$ cat config.mk
export PLATFORM = sky130hd
export DESIGN_NAME = rv32_bus_arbiter_flat
export DESIGN_NICKNAME = d
export VERILOG_FILES = /design/src/rtl/rv32_bus_arbiter_if.sv /design/src/rtl/rv32_bus_arbiter.sv /design/src/flat_wrapper.sv
export SDC_FILE = /design/constraint.sdc
export NUM_CORES = 1
export LEC_CHECK = 0
export ABC_AREA = 0
export CORE_AREA = 2 2 126 128
export DETAILED_ROUTE_END_ITERATION = 7
export DIE_AREA = 0 0 128 130
export GPL_TIMING_DRIVEN = 0
export PLACE_DENSITY = 0.78
export SLEW_MARGIN = 20
export SYNTH_ARGS = -nofsm -noshare
export SYNTH_HDL_FRONTEND = slang
export SYNTH_SLANG_ARGS = --single-unit
$ cat constraint.sdc
create_clock -name clk -period 2.7 [get_ports clk]
set_input_delay 0.405 -clock clk [delete_from_list [all_inputs] [get_ports clk]]
set_output_delay 0.405 -clock clk [all_outputs]
set_load 0.01 [all_outputs]
$ cat src/rtl/rv32_bus_arbiter_if.sv
// Bundle of core-side request/response signals and the shared memory port for rv32_bus_arbiter.
// master: the core and memory that drive requests and responses; slave: the arbiter itself.
interface rv32_bus_arbiter_if;
  logic        instr_req_in;
  logic [31:0] instr_address_in;
  logic        instr_ready_out;
  logic        instr_error_out;
  logic [31:0] instr_read_value_out;

  logic        data_read_in;
  logic        data_write_in;
  logic [31:0] data_address_in;
  logic [3:0]  data_write_mask_in;
  logic [31:0] data_write_value_in;
  logic        data_ready_out;
  logic        data_error_out;
  logic [31:0] data_read_value_out;

  logic [31:0] mem_address_out;
  logic        mem_read_out;
  logic        mem_write_out;
  logic [3:0]  mem_write_mask_out;
  logic [31:0] mem_write_value_out;
  logic [31:0] mem_read_value_in;
  logic        mem_ready_in;

  modport master (
    output instr_req_in, instr_address_in,
    input  instr_ready_out, instr_error_out, instr_read_value_out,
    output data_read_in, data_write_in, data_address_in, data_write_mask_in, data_write_value_in,
    input  data_ready_out, data_error_out, data_read_value_out,
    input  mem_address_out, mem_read_out, mem_write_out, mem_write_mask_out, mem_write_value_out,
    output mem_read_value_in, mem_ready_in
  );

  modport slave (
    input  instr_req_in, instr_address_in,
    output instr_ready_out, instr_error_out, instr_read_value_out,
    input  data_read_in, data_write_in, data_address_in, data_write_mask_in, data_write_value_in,
    output data_ready_out, data_error_out, data_read_value_out,
    output mem_address_out, mem_read_out, mem_write_out, mem_write_mask_out, mem_write_value_out,
    input  mem_read_value_in, mem_ready_in
  );
endinterface

$ cat src/rtl/rv32_bus_arbiter.sv
// Round-robin arbiter sharing one memory port between instruction fetch and data access,
// with a wait-state timeout that aborts accesses the memory never acknowledges.
module rv32_bus_arbiter #(
  parameter int unsigned TIMEOUT_CYCLES = 255
) (
  input logic               clk,
  input logic               reset,
  rv32_bus_arbiter_if.slave bus
);

  localparam logic [1:0] StIdle      = 2'd0;
  localparam logic [1:0] StBusyInstr = 2'd1;
  localparam logic [1:0] StBusyData  = 2'd2;

  localparam logic GrantInstr = 1'b0;
  localparam logic GrantData  = 1'b1;

  localparam bit          TimeoutEn   = (TIMEOUT_CYCLES != 0);
  localparam logic [15:0] TimeoutLast = TimeoutEn ? 16'(TIMEOUT_CYCLES - 1) : 16'd0;

  logic [1:0]  state_q, state_d;
  logic        last_grant_q, last_grant_d;
  logic [15:0] wait_cnt_q, wait_cnt_d;
  logic [31:0] mem_address_q, mem_address_d;
  logic        mem_read_q, mem_read_d;
  logic        mem_write_q, mem_write_d;
  logic [3:0]  mem_mask_q, mem_mask_d;
  logic [31:0] mem_wdata_q, mem_wdata_d;
  logic        instr_ready_q, instr_ready_d;
  logic        instr_error_q, instr_error_d;
  logic [31:0] instr_rdata_q, instr_rdata_d;
  logic        data_ready_q, data_ready_d;
  logic        data_error_q, data_error_d;
  logic [31:0] data_rdata_q, data_rdata_d;

  logic instr_req;
  logic data_req;
  logic grant_data;
  logic timeout;
  logic unused_addr_lsbs;

  // A requester whose ready pulse is high is still holding its old request; ignore it.
  assign instr_req  = bus.instr_req_in & ~instr_ready_q;
  assign data_req   = (bus.data_read_in | bus.data_write_in) & ~data_ready_q;
  assign grant_data = data_req & (~instr_req | (last_grant_q == GrantInstr));
  assign timeout    = TimeoutEn && !bus.mem_ready_in && (wait_cnt_q == TimeoutLast);

  assign unused_addr_lsbs = ^{bus.instr_address_in[1:0], bus.data_address_in[1:0]};

  always_comb begin
    state_d       = state_q;
    last_grant_d  = last_grant_q;
    wait_cnt_d    = wait_cnt_q;
    mem_address_d = mem_address_q;
    mem_read_d    = mem_read_q;
    mem_write_d   = mem_write_q;
    mem_mask_d    = mem_mask_q;
    mem_wdata_d   = mem_wdata_q;
    instr_ready_d = 1'b0;
    instr_error_d = 1'b0;
    instr_rdata_d = instr_rdata_q;
    data_ready_d  = 1'b0;
    data_error_d  = 1'b0;
    data_rdata_d  = data_rdata_q;

    case (state_q)
      StIdle: begin
        if (instr_req || data_req) begin
          wait_cnt_d = 16'd0;
          if (grant_data) begin
            state_d       = StBusyData;
            last_grant_d  = GrantData;
            mem_address_d = {bus.data_address_in[31:2], 2'b00};
            mem_write_d   = bus.data_write_in;
            mem_read_d    = bus.data_read_in & ~bus.data_write_in;
            mem_mask_d    = bus.data_write_mask_in;
            mem_wdata_d   = bus.data_write_value_in;
          end else begin
            state_d       = StBusyInstr;
            last_grant_d  = GrantInstr;
            mem_address_d = {bus.instr_address_in[31:2], 2'b00};
            mem_read_d    = 1'b1;
            mem_write_d   = 1'b0;
            mem_mask_d    = 4'b0000;
            mem_wdata_d   = 32'd0;
          end
        end
      end
      StBusyInstr, StBusyData: begin
        if (bus.mem_ready_in || timeout) begin
          state_d     = StIdle;
          mem_read_d  = 1'b0;
          mem_write_d = 1'b0;
          mem_mask_d  = 4'b0000;
          mem_wdata_d = 32'd0;
          if (state_q == StBusyInstr) begin
            instr_ready_d = 1'b1;
            instr_error_d = timeout;
            instr_rdata_d = timeout ? 32'd0 : bus.mem_read_value_in;
          end else begin
            data_ready_d = 1'b1;
            data_error_d = timeout;
            data_rdata_d = timeout ? 32'd0 : bus.mem_read_value_in;
          end
        end else begin
          wait_cnt_d = wait_cnt_q + 16'd1;
        end
      end
      default: state_d = StIdle;
    endcase
  end

  always_ff @(posedge clk) begin
    if (reset) begin
      state_q       <= StIdle;
      last_grant_q  <= GrantInstr;
      wait_cnt_q    <= 16'd0;
      mem_address_q <= 32'd0;
      mem_read_q    <= 1'b0;
      mem_write_q   <= 1'b0;
      mem_mask_q    <= 4'b0000;
      mem_wdata_q   <= 32'd0;
      instr_ready_q <= 1'b0;
      instr_error_q <= 1'b0;
      instr_rdata_q <= 32'd0;
      data_ready_q  <= 1'b0;
      data_error_q  <= 1'b0;
      data_rdata_q  <= 32'd0;
    end else begin
      state_q       <= state_d;
      last_grant_q  <= last_grant_d;
      wait_cnt_q    <= wait_cnt_d;
      mem_address_q <= mem_address_d;
      mem_read_q    <= mem_read_d;
      mem_write_q   <= mem_write_d;
      mem_mask_q    <= mem_mask_d;
      mem_wdata_q   <= mem_wdata_d;
      instr_ready_q <= instr_ready_d;
      instr_error_q <= instr_error_d;
      instr_rdata_q <= instr_rdata_d;
      data_ready_q  <= data_ready_d;
      data_error_q  <= data_error_d;
      data_rdata_q  <= data_rdata_d;
    end
  end

  assign bus.instr_ready_out      = instr_ready_q;
  assign bus.instr_error_out      = instr_error_q;
  assign bus.instr_read_value_out = instr_rdata_q;
  assign bus.data_ready_out       = data_ready_q;
  assign bus.data_error_out       = data_error_q;
  assign bus.data_read_value_out  = data_rdata_q;
  assign bus.mem_address_out      = mem_address_q;
  assign bus.mem_read_out         = mem_read_q;
  assign bus.mem_write_out        = mem_write_q;
  assign bus.mem_write_mask_out   = mem_mask_q;
  assign bus.mem_write_value_out  = mem_wdata_q;

endmodule

$ cat src/flat_wrapper.sv
// flat-port wrapper written by rule: the top's interface ports become plain ports
module rv32_bus_arbiter_flat 
#(
  parameter int unsigned TIMEOUT_CYCLES = 255
)
  (clk, reset, bus_instr_req_in, bus_instr_address_in, bus_instr_ready_out, bus_instr_error_out, bus_instr_read_value_out, bus_data_read_in, bus_data_write_in, bus_data_address_in, bus_data_write_mask_in, bus_data_write_value_in, bus_data_ready_out, bus_data_error_out, bus_data_read_value_out, bus_mem_address_out, bus_mem_read_out, bus_mem_write_out, bus_mem_write_mask_out, bus_mem_write_value_out, bus_mem_read_value_in, bus_mem_ready_in);
  rv32_bus_arbiter_if bus_i ();
  input logic clk;
  input logic reset;
  input wire logic [$bits(bus_i.instr_req_in)-1:0] bus_instr_req_in;
  input wire logic [$bits(bus_i.instr_address_in)-1:0] bus_instr_address_in;
  output wire logic [$bits(bus_i.instr_ready_out)-1:0] bus_instr_ready_out;
  output wire logic [$bits(bus_i.instr_error_out)-1:0] bus_instr_error_out;
  output wire logic [$bits(bus_i.instr_read_value_out)-1:0] bus_instr_read_value_out;
  input wire logic [$bits(bus_i.data_read_in)-1:0] bus_data_read_in;
  input wire logic [$bits(bus_i.data_write_in)-1:0] bus_data_write_in;
  input wire logic [$bits(bus_i.data_address_in)-1:0] bus_data_address_in;
  input wire logic [$bits(bus_i.data_write_mask_in)-1:0] bus_data_write_mask_in;
  input wire logic [$bits(bus_i.data_write_value_in)-1:0] bus_data_write_value_in;
  output wire logic [$bits(bus_i.data_ready_out)-1:0] bus_data_ready_out;
  output wire logic [$bits(bus_i.data_error_out)-1:0] bus_data_error_out;
  output wire logic [$bits(bus_i.data_read_value_out)-1:0] bus_data_read_value_out;
  output wire logic [$bits(bus_i.mem_address_out)-1:0] bus_mem_address_out;
  output wire logic [$bits(bus_i.mem_read_out)-1:0] bus_mem_read_out;
  output wire logic [$bits(bus_i.mem_write_out)-1:0] bus_mem_write_out;
  output wire logic [$bits(bus_i.mem_write_mask_out)-1:0] bus_mem_write_mask_out;
  output wire logic [$bits(bus_i.mem_write_value_out)-1:0] bus_mem_write_value_out;
  input wire logic [$bits(bus_i.mem_read_value_in)-1:0] bus_mem_read_value_in;
  input wire logic [$bits(bus_i.mem_ready_in)-1:0] bus_mem_ready_in;
  assign bus_i.instr_req_in = bus_instr_req_in;
  assign bus_i.instr_address_in = bus_instr_address_in;
  assign bus_instr_ready_out = bus_i.instr_ready_out;
  assign bus_instr_error_out = bus_i.instr_error_out;
  assign bus_instr_read_value_out = bus_i.instr_read_value_out;
  assign bus_i.data_read_in = bus_data_read_in;
  assign bus_i.data_write_in = bus_data_write_in;
  assign bus_i.data_address_in = bus_data_address_in;
  assign bus_i.data_write_mask_in = bus_data_write_mask_in;
  assign bus_i.data_write_value_in = bus_data_write_value_in;
  assign bus_data_ready_out = bus_i.data_ready_out;
  assign bus_data_error_out = bus_i.data_error_out;
  assign bus_data_read_value_out = bus_i.data_read_value_out;
  assign bus_mem_address_out = bus_i.mem_address_out;
  assign bus_mem_read_out = bus_i.mem_read_out;
  assign bus_mem_write_out = bus_i.mem_write_out;
  assign bus_mem_write_mask_out = bus_i.mem_write_mask_out;
  assign bus_mem_write_value_out = bus_i.mem_write_value_out;
  assign bus_i.mem_read_value_in = bus_mem_read_value_in;
  assign bus_i.mem_ready_in = bus_mem_ready_in;
  rv32_bus_arbiter #(.TIMEOUT_CYCLES(TIMEOUT_CYCLES)) u_core (.clk(clk), .reset(reset), .bus(bus_i));
endmodule
# ---- Word level (Yosys, flattened, before mapping)
# Index checks and enable logic that the tools add are counted.
dict set report word_totals {
  ff_bits 157
  input_bits 138
  out_inout_bits 138
  word_cells 78
}
dict set report classes {
  add_sub_neg 1
  eq_ne 6
  mux 27
  bitwise_logic 14
  reduce_logical 16
}
# cell n
set ops {}
lappend ops {{32-bit 2-to-1 mux} 5}
lappend ops {{32-bit case mux with 2 select lines} 1}
lappend ops {{16-bit 2-to-1 mux} 2}
lappend ops {{16-bit case mux with 2 select lines} 1}
lappend ops {{16-bit by 1-bit adder with 16-bit output (second input constant)} 1}
lappend ops {{16-bit by 8-bit equality test with 1-bit output (second input constant)} 1}
lappend ops {{4-bit 2-to-1 mux} 3}
lappend ops {{3-bit AND reduction} 4}
lappend ops {{1-bit 2-to-1 mux} 8}
lappend ops {{1-bit NOT} 8}
lappend ops {{4-bit case mux with 2 select lines} 1}
lappend ops {{4-bit OR reduction} 2}
lappend ops {{2-bit 2-to-1 mux} 3}
lappend ops {{1-bit bitwise AND} 4}
lappend ops {{2-bit by 1-bit inequality test with 1-bit output (second input constant)} 2}
lappend ops {{1-bit case mux with 2 select lines} 2}
lappend ops {{2-bit case mux with 2 select lines} 1}
lappend ops {{2-bit AND reduction} 2}
lappend ops {{3-bit OR reduction} 1}
lappend ops {{2-bit by 1-bit equality test with 1-bit output (second input constant)} 1}
lappend ops {{2-bit equality test (second input constant)} 1}
lappend ops {{2-bit logical NOT} 1}
lappend ops {{1-bit logical OR} 2}
lappend ops {{2-bit inequality test (second input constant)} 1}
lappend ops {{5 further kinds} 6}

# ---- Logic depth before layout (Yosys ltp)
# Gate-level depths: netlist (run 1).
dict set report depth {
  depth_word 8
  mapped_depth 8
  mapped_depth_nobuf 6
}

# ---- Least setup slack after synthesis (run 1)
# No wires, ideal clock.
dict set report synth_timing {
  path_kind {flip-flop to flip-flop}
  start {reg u_core.wait_cnt_q[10]}
  end {reg u_core.mem_wdata_q[10], in the netlist u_core.bus.mem_write_value_out[10]}
  setup_time_ns 0.117
  t_arrival_ns 1.956
  setup_slack_ns 0.626
  path_stages_with_launch 7
  path_buffers 2
  synth_period_minus_slack_ns 2.074
  path_cell_list {dfxtp_1 or4_4 nor4_4 o21ai_2 buf_4 buf_6 a32o_1}
}
dict set report synth_between {
  elab_chain_cells 5
}
# item line
set synth_lines {}
lappend synth_lines {{from (decl)} rv32_bus_arbiter.sv:23} ;# logic [15:0] wait_cnt_q, wait_cnt_d;
lappend synth_lines {{from (signal assigned)} rv32_bus_arbiter.sv:132} ;# wait_cnt_q <= wait_cnt_d;
lappend synth_lines {{16-bit by 8-bit equality test with 1-bit output} rv32_bus_arbiter.sv:46} ;# assign timeout = TimeoutEn && !bus.mem_ready_in && (wait_cnt_q == TimeoutLast);
lappend synth_lines {{1-bit logical AND} rv32_bus_arbiter.sv:46}
lappend synth_lines {{1-bit logical OR} rv32_bus_arbiter.sv:90} ;# if (bus.mem_ready_in || timeout) begin
lappend synth_lines {{2-bit by 1-bit inequality test with 1-bit output (no source line)} -}
lappend synth_lines {{3-bit AND reduction (no source line)} -}
lappend synth_lines {{to (signal assigned)} rv32_bus_arbiter.sv:137} ;# mem_wdata_q <= mem_wdata_d;
lappend synth_lines {{to (decl)} rv32_bus_arbiter.sv:28} ;# logic [31:0] mem_wdata_q, mem_wdata_d;
# Every way passes these cells.
# A chain may end at the register's enable or synchronous reset.

# ---- Worst setup path after layout (run 1)
dict set report layout_timing {
  start {reg u_core.wait_cnt_q[10]}
  end {reg u_core.data_rdata_q[3], in the netlist u_core.bus.data_read_value_out[3]}
}
dict set report layout_between {
  elab_chain_cells 4
  elab_cells_between_ends 5
}
# item line
set layout_lines {}
lappend layout_lines {{16-bit by 8-bit equality test with 1-bit output (*)} rv32_bus_arbiter.sv:46}
lappend layout_lines {{1-bit logical AND (*)} rv32_bus_arbiter.sv:46}
lappend layout_lines {{1-bit logical OR} rv32_bus_arbiter.sv:90}
lappend layout_lines {{3-bit AND reduction (no source line)} -}
lappend layout_lines {{to (signal assigned)} rv32_bus_arbiter.sv:143} ;# data_rdata_q <= data_rdata_d;
lappend layout_lines {{to (decl)} rv32_bus_arbiter.sv:34} ;# logic [31:0] data_rdata_q, data_rdata_d;
# Every way passes the cells marked *; elsewhere a longest branch is shown, timed or not.

==> results of run 1 <==
-- metrics by stage --
stage               setup TNS [ns]  worst slack, ns  hold slack (ns)  total power, µW   util
floorplan                        0            0.626            0.463             3770      -
global placement             -6.72           -0.252            0.443             4820  0.598
detailed placement           -7.21           -0.277            0.449             4850  0.598
CTS                              0            0.134            0.459             7180  0.635
global route                     0           0.0794            0.471             7480  0.636
finish                           0            0.214            0.455             7170  0.636
-- logic make-up (layout without fill, tap and decap cells) --
logic type,after synthesis,in the layout,synth area share
flip-flops,155,155,0.493
buffers and inverters,74,374,0.0495
multiplexers,30,30,0.0477
AO/OA/AOI/OAI,187,187,0.209
AND/OR/NAND/NOR,241,241,0.186
adder cells (fa/ha/maj),7,7,0.0139
other,1,2,0.000596
-- per-layer routing --
metal  part of all wire  global-route usage  up-vias
li1                   -                   -     3139
met4              0.019              0.0821        0
met2               0.47               0.386      273
met1               0.43               0.317     3029
met5                  0                   0        -
met3              0.082              0.0763       28
-- sequential cells by signal, summed over array words and instances, names as in the netlist --
signal,cells
u_core.bus.data_read_value_out,32
u_core.bus.instr_read_value_out,32
u_core.bus.mem_write_value_out,32
u_core.bus.mem_address_out,30
u_core.wait_cnt_q,16
u_core.bus.mem_write_mask_out,4
u_core.state_q,2
u_core.bus.data_error_out,1
u_core.bus.data_ready_out,1
u_core.bus.instr_error_out,1
u_core.bus.instr_ready_out,1
u_core.bus.mem_read_out,1
u_core.bus.mem_write_out,1
u_core.last_grant_q,1
-- final timing paths --
check,end,slack [ns]
max,u_core.bus.data_read_value_out[3],0.21
min,u_core.bus.instr_read_value_out[1],0.46
max reg2reg,u_core.bus.data_read_value_out[3],0.21
min reg2reg,u_core.bus.instr_read_value_out[1],0.46
-- cells in the mapped netlist (2+ instances only) --
| cell type | number | share of area |
|---|---|---|
| buf_6 | 2 | 0.0036 |
| buf_4 | 3 | 0.0036 |
| o311ai_0 | 4 | 0.0056 |
| nand3_1 | 68 | 0.054 |
| nor4_1 | 3 | 0.0030 |
| and4_1 | 3 | 0.0042 |
| and3_1 | 3 | 0.0030 |
| buf_1 | 4 | 0.0024 |
| nand4_1 | 6 | 0.0060 |
| a31o_2 | 3 | 0.0042 |
| mux2i_1 | 30 | 0.048 |
| a21oi_1 | 9 | 0.0072 |
| o211ai_1 | 5 | 0.0060 |
| a32o_1 | 37 | 0.059 |
| nand2b_1 | 4 | 0.0040 |
| buf_2 | 6 | 0.0048 |
| nor2_1 | 38 | 0.023 |
| o31a_1 | 3 | 0.0042 |
| inv_1 | 7 | 0.0042 |
| dfxtp_1 | 155 | 0.49 |
| nand4b_1 | 5 | 0.0070 |
| o21a_1 | 2 | 0.0024 |
| nor2b_1 | 5 | 0.0050 |
| a31oi_1 | 12 | 0.012 |
| o32ai_1 | 2 | 0.0028 |
| a211oi_1 | 31 | 0.037 |
| or3_1 | 3 | 0.0030 |
| clkbuf_1 | 51 | 0.030 |
| nand2_1 | 83 | 0.049 |
| nor3_1 | 5 | 0.0040 |
| ha_1 | 7 | 0.014 |
| o21ai_0 | 68 | 0.054 |
| or4_1 | 7 | 0.0083 |
-- critical path, cell delays in order (launching register included) --
cell and delay, ns:
dfxtp_1 0.36, or4_4 0.58, nor4_4 0.55, o21a_1 0.31, clkbuf_1 0.38, o21ai_0 0.17
-- area by class of cell --
class / count / area (µm²) / area share
buffer: 66 / 282 / 0.0287
clock buffer: 21 / 450 / 0.0459
clock inverter: 10 / 118 / 0.0120
inverter: 8 / 30.0 / 0.00306
multi-input combinational: 467 / 2900 / 0.295
sequential: 155 / 3100 / 0.316
tap: 192 / 240 / 0.0245
timing repair buffer: 269 / 2690 / 0.274
-- layout by cell type, fill, tap and decap left out, types with 9 or more instances in the layout --
cell,count
nor2_1,38
nand2_1,83
nand3_1,68
a211oi_1,31
a21oi_1,9
a31oi_1,11
a32o_1,37
clkbuf_1,54
dfxtp_1,155
clkdlybuf4s50_1,269
clkbuf_16,17
o21ai_0,68
mux2i_1,30
-- power by group --
part	internal, µW	switching (µW)
logic	1020	1060
clock network	1380	965
registers	2590	160
==> impl_metrics.yaml, run 1 <==
power:
  ir_drop_mv: 0.392
  pwr_density_cell_mw_per_mm2: 731
  leakage_uw: 0.00352
timing:
  finalCritPeriodShare: 0.921
  hold_viol: 0
  slew_headroom: 0.461
  worst_pin_slew_ns: 0.803
  setup_viol: 0
  rsz0062_at_grt: "no"
  drv_slew: 0
  min_period_ns: 2.49
  fmax_mhz: 402
  fin_skew_ns: 0.0102
setup_path:
  cp.arrival_ns: 2.78
  r2r_start: "u_core.wait_cnt_q[10]"
  worstPathRequired_ns: 2.99
  critPathCaptureType: "register"
  start_kind: "register"
  startpoint: "u_core.wait_cnt_q[10]"
  critical_path_class: "register to register"
  cp_max_fo: 10
  r2r_cells: 5
detailed_routing:
  drc: 0
  avgViaCountPerCell: 5.45
  wl_per_cell_um: 17.7
  vias: 6469
  first_iter_violations: 397
  drt-total-wl_um: 21000
  ant_nets: 0
  dr.pass1.iters: 6
hold_path:
  hp-class: "register to register"
  holdCritStartpoint: "u_core.bus.instr_read_value_out[1]"
  min_path_cells: 2
clock_network:
  tritoncts: "yes"
  ctsResizeCount: 0
  cts_root_buf: "clkbuf_16"
  clock_sinks: 155
  htree_levels: 4
  cts.reportedPaths.clkPinSlew_ns: 0.06
  clk_latency_ns: 0.43
  holdBufCountCts: 0
  cts_buffers: 17
  clk_path_buf_depth: 2
  post_cts_buffers: 0
layout:
  area_delta_synth_final_pct: 55.9
  antenna_cells: 0
  finalNetCount: 1129
  final_cells: 1188
  fillers: 1290
  final_area_mm2: 0.00981
  layout-drive-gt1-share: 0.0512
synth:
  ys_seq_area_frac: 0.493
  synth_area_per_cell_um2: 9.06
  ys.flop_type: "dfxtp_1"
  syn_inst: 695
  synth-seq-cells: 155
  yosysUniqueCellTypes: 54
  synth-edff-count: 0
  synth_warnings: 0
  async_flop_share: 0
  netlist_area_mm2: 0.00629
floorplanning:
  core_area_mm2: 0.0154
  row_count: 46
  die_w_um: 128
  io_pins: 276
  initial_core_util: 0.408
  dieArea_mm2: 0.0166
  dieHeight_um: 130
placement:
  dpl.hpwl_um: 15300
  place_congestion: 0.911
  portBuffers: 269
  place_inst: 1157
  postPlaceCellArea_mm2: 0.00923
outcome:
  status: "complete, no violations"
grt:
  grt_overflow: 0
  grt_pass1_wl_um: 31800
  antenna_found_initial: 0
  grtUsageTotal: 0.243
  grt_start_max_net_pins: 17
  grt_pass1_vias: 5873
run:
  maxCapViolCount: 0
No activity file was read; power rests on OpenSTA's default activity.
==> run 2: changes to the inputs <==
--- a/config.mk
+++ b/config.mk
@@ -6,6 +6,7 @@
 export NUM_CORES = 1
 export LEC_CHECK = 0
 export ABC_AREA = 0
+export CAP_MARGIN = 20
 export CORE_AREA = 2 2 126 128
 export DETAILED_ROUTE_END_ITERATION = 7
 export DIE_AREA = 0 0 128 130
==> results of run 2 <==
No change in the layout: final DEF, timing and power equal those of run 1.
==> RTL edit, RTL diff (settings of run 2) <==
Reset style: asynchronous (`reset`), changed in one clocked block.
--- a/src/rtl/rv32_bus_arbiter.sv
+++ b/src/rtl/rv32_bus_arbiter.sv
@@ -112,3 +112,3 @@
 
-  always_ff @(posedge clk) begin
+  always_ff @(posedge clk or posedge reset) begin
     if (reset) begin
Function: differs if reset is asserted again (counterexample within 4 cycles, from zero or initial values and one cycle with reset high); with reset held inactive, the same outputs for 4 cycles.
==> RTL edit against run 2 <==
Count of clock-buffer cells in the layout unchanged; design area increased by 3.0%; synthesized cell count decreased by 25%; worst setup slack improved by 310 ps; synthesized area increased by 3.3%; sequential cell count unchanged; wire length decreased by 5.4%; global-route usage about the same; highest routed layer unchanged.
Power is not compared: it rests on default switching activity, and its combinational part moved more than twofold at a synthesized area within 25%.
==> RTL edit: results (changes against run 2) <==
metric	value	unit	change
Lkg Pwr	4.28	nW	
R2R setup slack	530	ps	+310 ps
crit-path max cell delay	450	ps	-130 ps
ant diodes	0		unchanged
first-pass GRT wire length	31300	um	-1.7%
Post-Synth Adder-Cell Area	1.35	%	-0.044 points
Hold Path Class	in2async		
worst clock skew	10.3	ps	+0.103 ps
HPWL after DPL	15100	um	-1.5%
Area contributors post-synth	dfrtp_1 (60%), a32o_1 (10%), a22o_1 (5.3%), mux2i_1 (4.8%), o21ai_0 (3.5%)		
NumNets Final	956		-15%
initial DRC count	257		-35%
status	finished clean		
share of cells above drive strength 1	7.90	%	+2.8 points
GPL Wtd Cong	0.898		-1.4%
Worst VDD drop	596	uV	
cell count after synthesis	519		-25%
most frequent cell after synthesis	dfrtp_1		
Setup crit start	u_core.state_q[0]		
CP Class	reg2reg		
CP arrival	2460	ps	-320 ps
largest net degree at the start of global routing	36		+19
clock root buffer master	clkbuf_16		
Detailed Route WL	19900	um	-5.4%
drt first pass iters	5		-1
vias in the first global route	5986		+1.9%
Port-buffer cells	268		-0.37%
non-filler cells, final	1015		-15%
worst rel slew slack	52.6	%	+6.5 points
most frequent cells after synthesis	dfrtp_1 (155), a32o_1 (65), nand2_1 (47), o21ai_0 (46), a22o_1 (39)		
Synth Area in Compound Gates	22.2	%	+1.3 points
Reg2Reg Depth	7		+2
CTS Buffer Depth	2		unchanged
Fill cells	1174		-9.0%
mux share of post-synthesis cell area	4.77	%	about the same
gr usage total	24.3	%	-0.045 points
Worst R2R End	u_core.wait_cnt_q[7]		
post-DR vias/cell	5.54		+1.8%
Clock transition at path regs	60	ps	about the same
Clock Latency Late Sink	420	ps	
Synth Area in XOR/XNOR	0	%	unchanged
Cells after DPL	984		-15%
post-synthesis sequential area ratio	59.7	%	+10 points
count of cell types in the netlist	52		-3.7%
post-synthesis async set-or-reset flop share	100	%	+100 points
CP max stage cell	clkbuf_1		
## RTL edit: cell count changes in the layout (fill, tap and decap cells not counted), moves of 35 or more
cell and delta:
a22o_1 +39, nor2_1 -35, nand2_1 -36, nand3_1 -61, dfxtp_1 -155, dfrtp_1 +155
## RTL edit: power by group
| group | internal (mW) | switching [mW] |
|---|---|---|
| clock network | 1.47 | 0.909 |
| registers | 3.22 | 0.528 |
| logic | 2.69 | 2.45 |
## RTL edit: routing by layer
| layer | vias to the layer above | wire, um | GRT usage, % |
|---|---|---|---|
| li1 | 2564 | - | - |
| met3 | 33 | 1990 | 9.55 |
| met5 | - | 0 | 0 |
| met4 | 0 | 402 | 9.50 |
| met1 | 2765 | 7840 | 28.3 |
| met2 | 265 | 9640 | 40.8 |
## RTL edit: final cells by class
class	count	area, um^2	share of cell area (%)
Timing Repair Buffer	272	2760	27.3
Sequential cell	155	3880	38.4
Buffer	48	230	2.28
Clock buffer	21	450	4.46
Multi-Input combinational cell	308	2360	23.4
Inverter	9	37.5	0.371
Clock inverter	10	143	1.41
Tap cell	192	240	2.38
## RTL edit: critical path, delay by kind of cell, from the launching register on
kind	cells	cell delay, ps
buffers and inverters	3	690
AOI/OAI and AO/OA	3	530
DFF	1	420
adders and majority gates	1	410
## RTL edit: kinds of logic (layout without fill, tap and decap cells)
logic type,count (synthesis),after routing
AOI/OAI and AO/OA,177,177
adders and majority gates,7,7
muxes,31,31
buffers and inverters,57,360
other,1,2
DFF,155,155
and+or+nand+nor,91,91
## RTL edit: worst min path at each step
stage,cells past startpoint,end,startpoint
2_1_floorplan,1,u_core.wait_cnt_q[7],u_core.wait_cnt_q[7]
3_3_place_gp,1,u_core.wait_cnt_q[7],u_core.wait_cnt_q[7]
3_5_place_dp,2,u_core.bus.mem_address_out[5],u_core.bus.mem_address_out[5]
4_1_cts,2,u_core.bus.data_read_value_out[6],reset
5_1_grt,2,u_core.bus.data_read_value_out[12],reset
6_report,2,u_core.bus.data_read_value_out[6],reset
## RTL edit: per-stage QoR
step / util (%) / cell area [um^2] / setup WS, ps / hold slack (ps) / total power [mW]
after CTS: 65.5 / 10100 / 600 / 442 / 11.4
after global placement: 61.1 / 9430 / -855 / 463 / 8.72
after floorplan: - / 6510 / 336 / 438 / 6.20
after global routing: 65.5 / 10100 / 408 / 479 / 11.9
after detailed placement: 61.7 / 9510 / 173 / 474 / 8.90
final: 65.5 / 10100 / 526 / 443 / 11.3
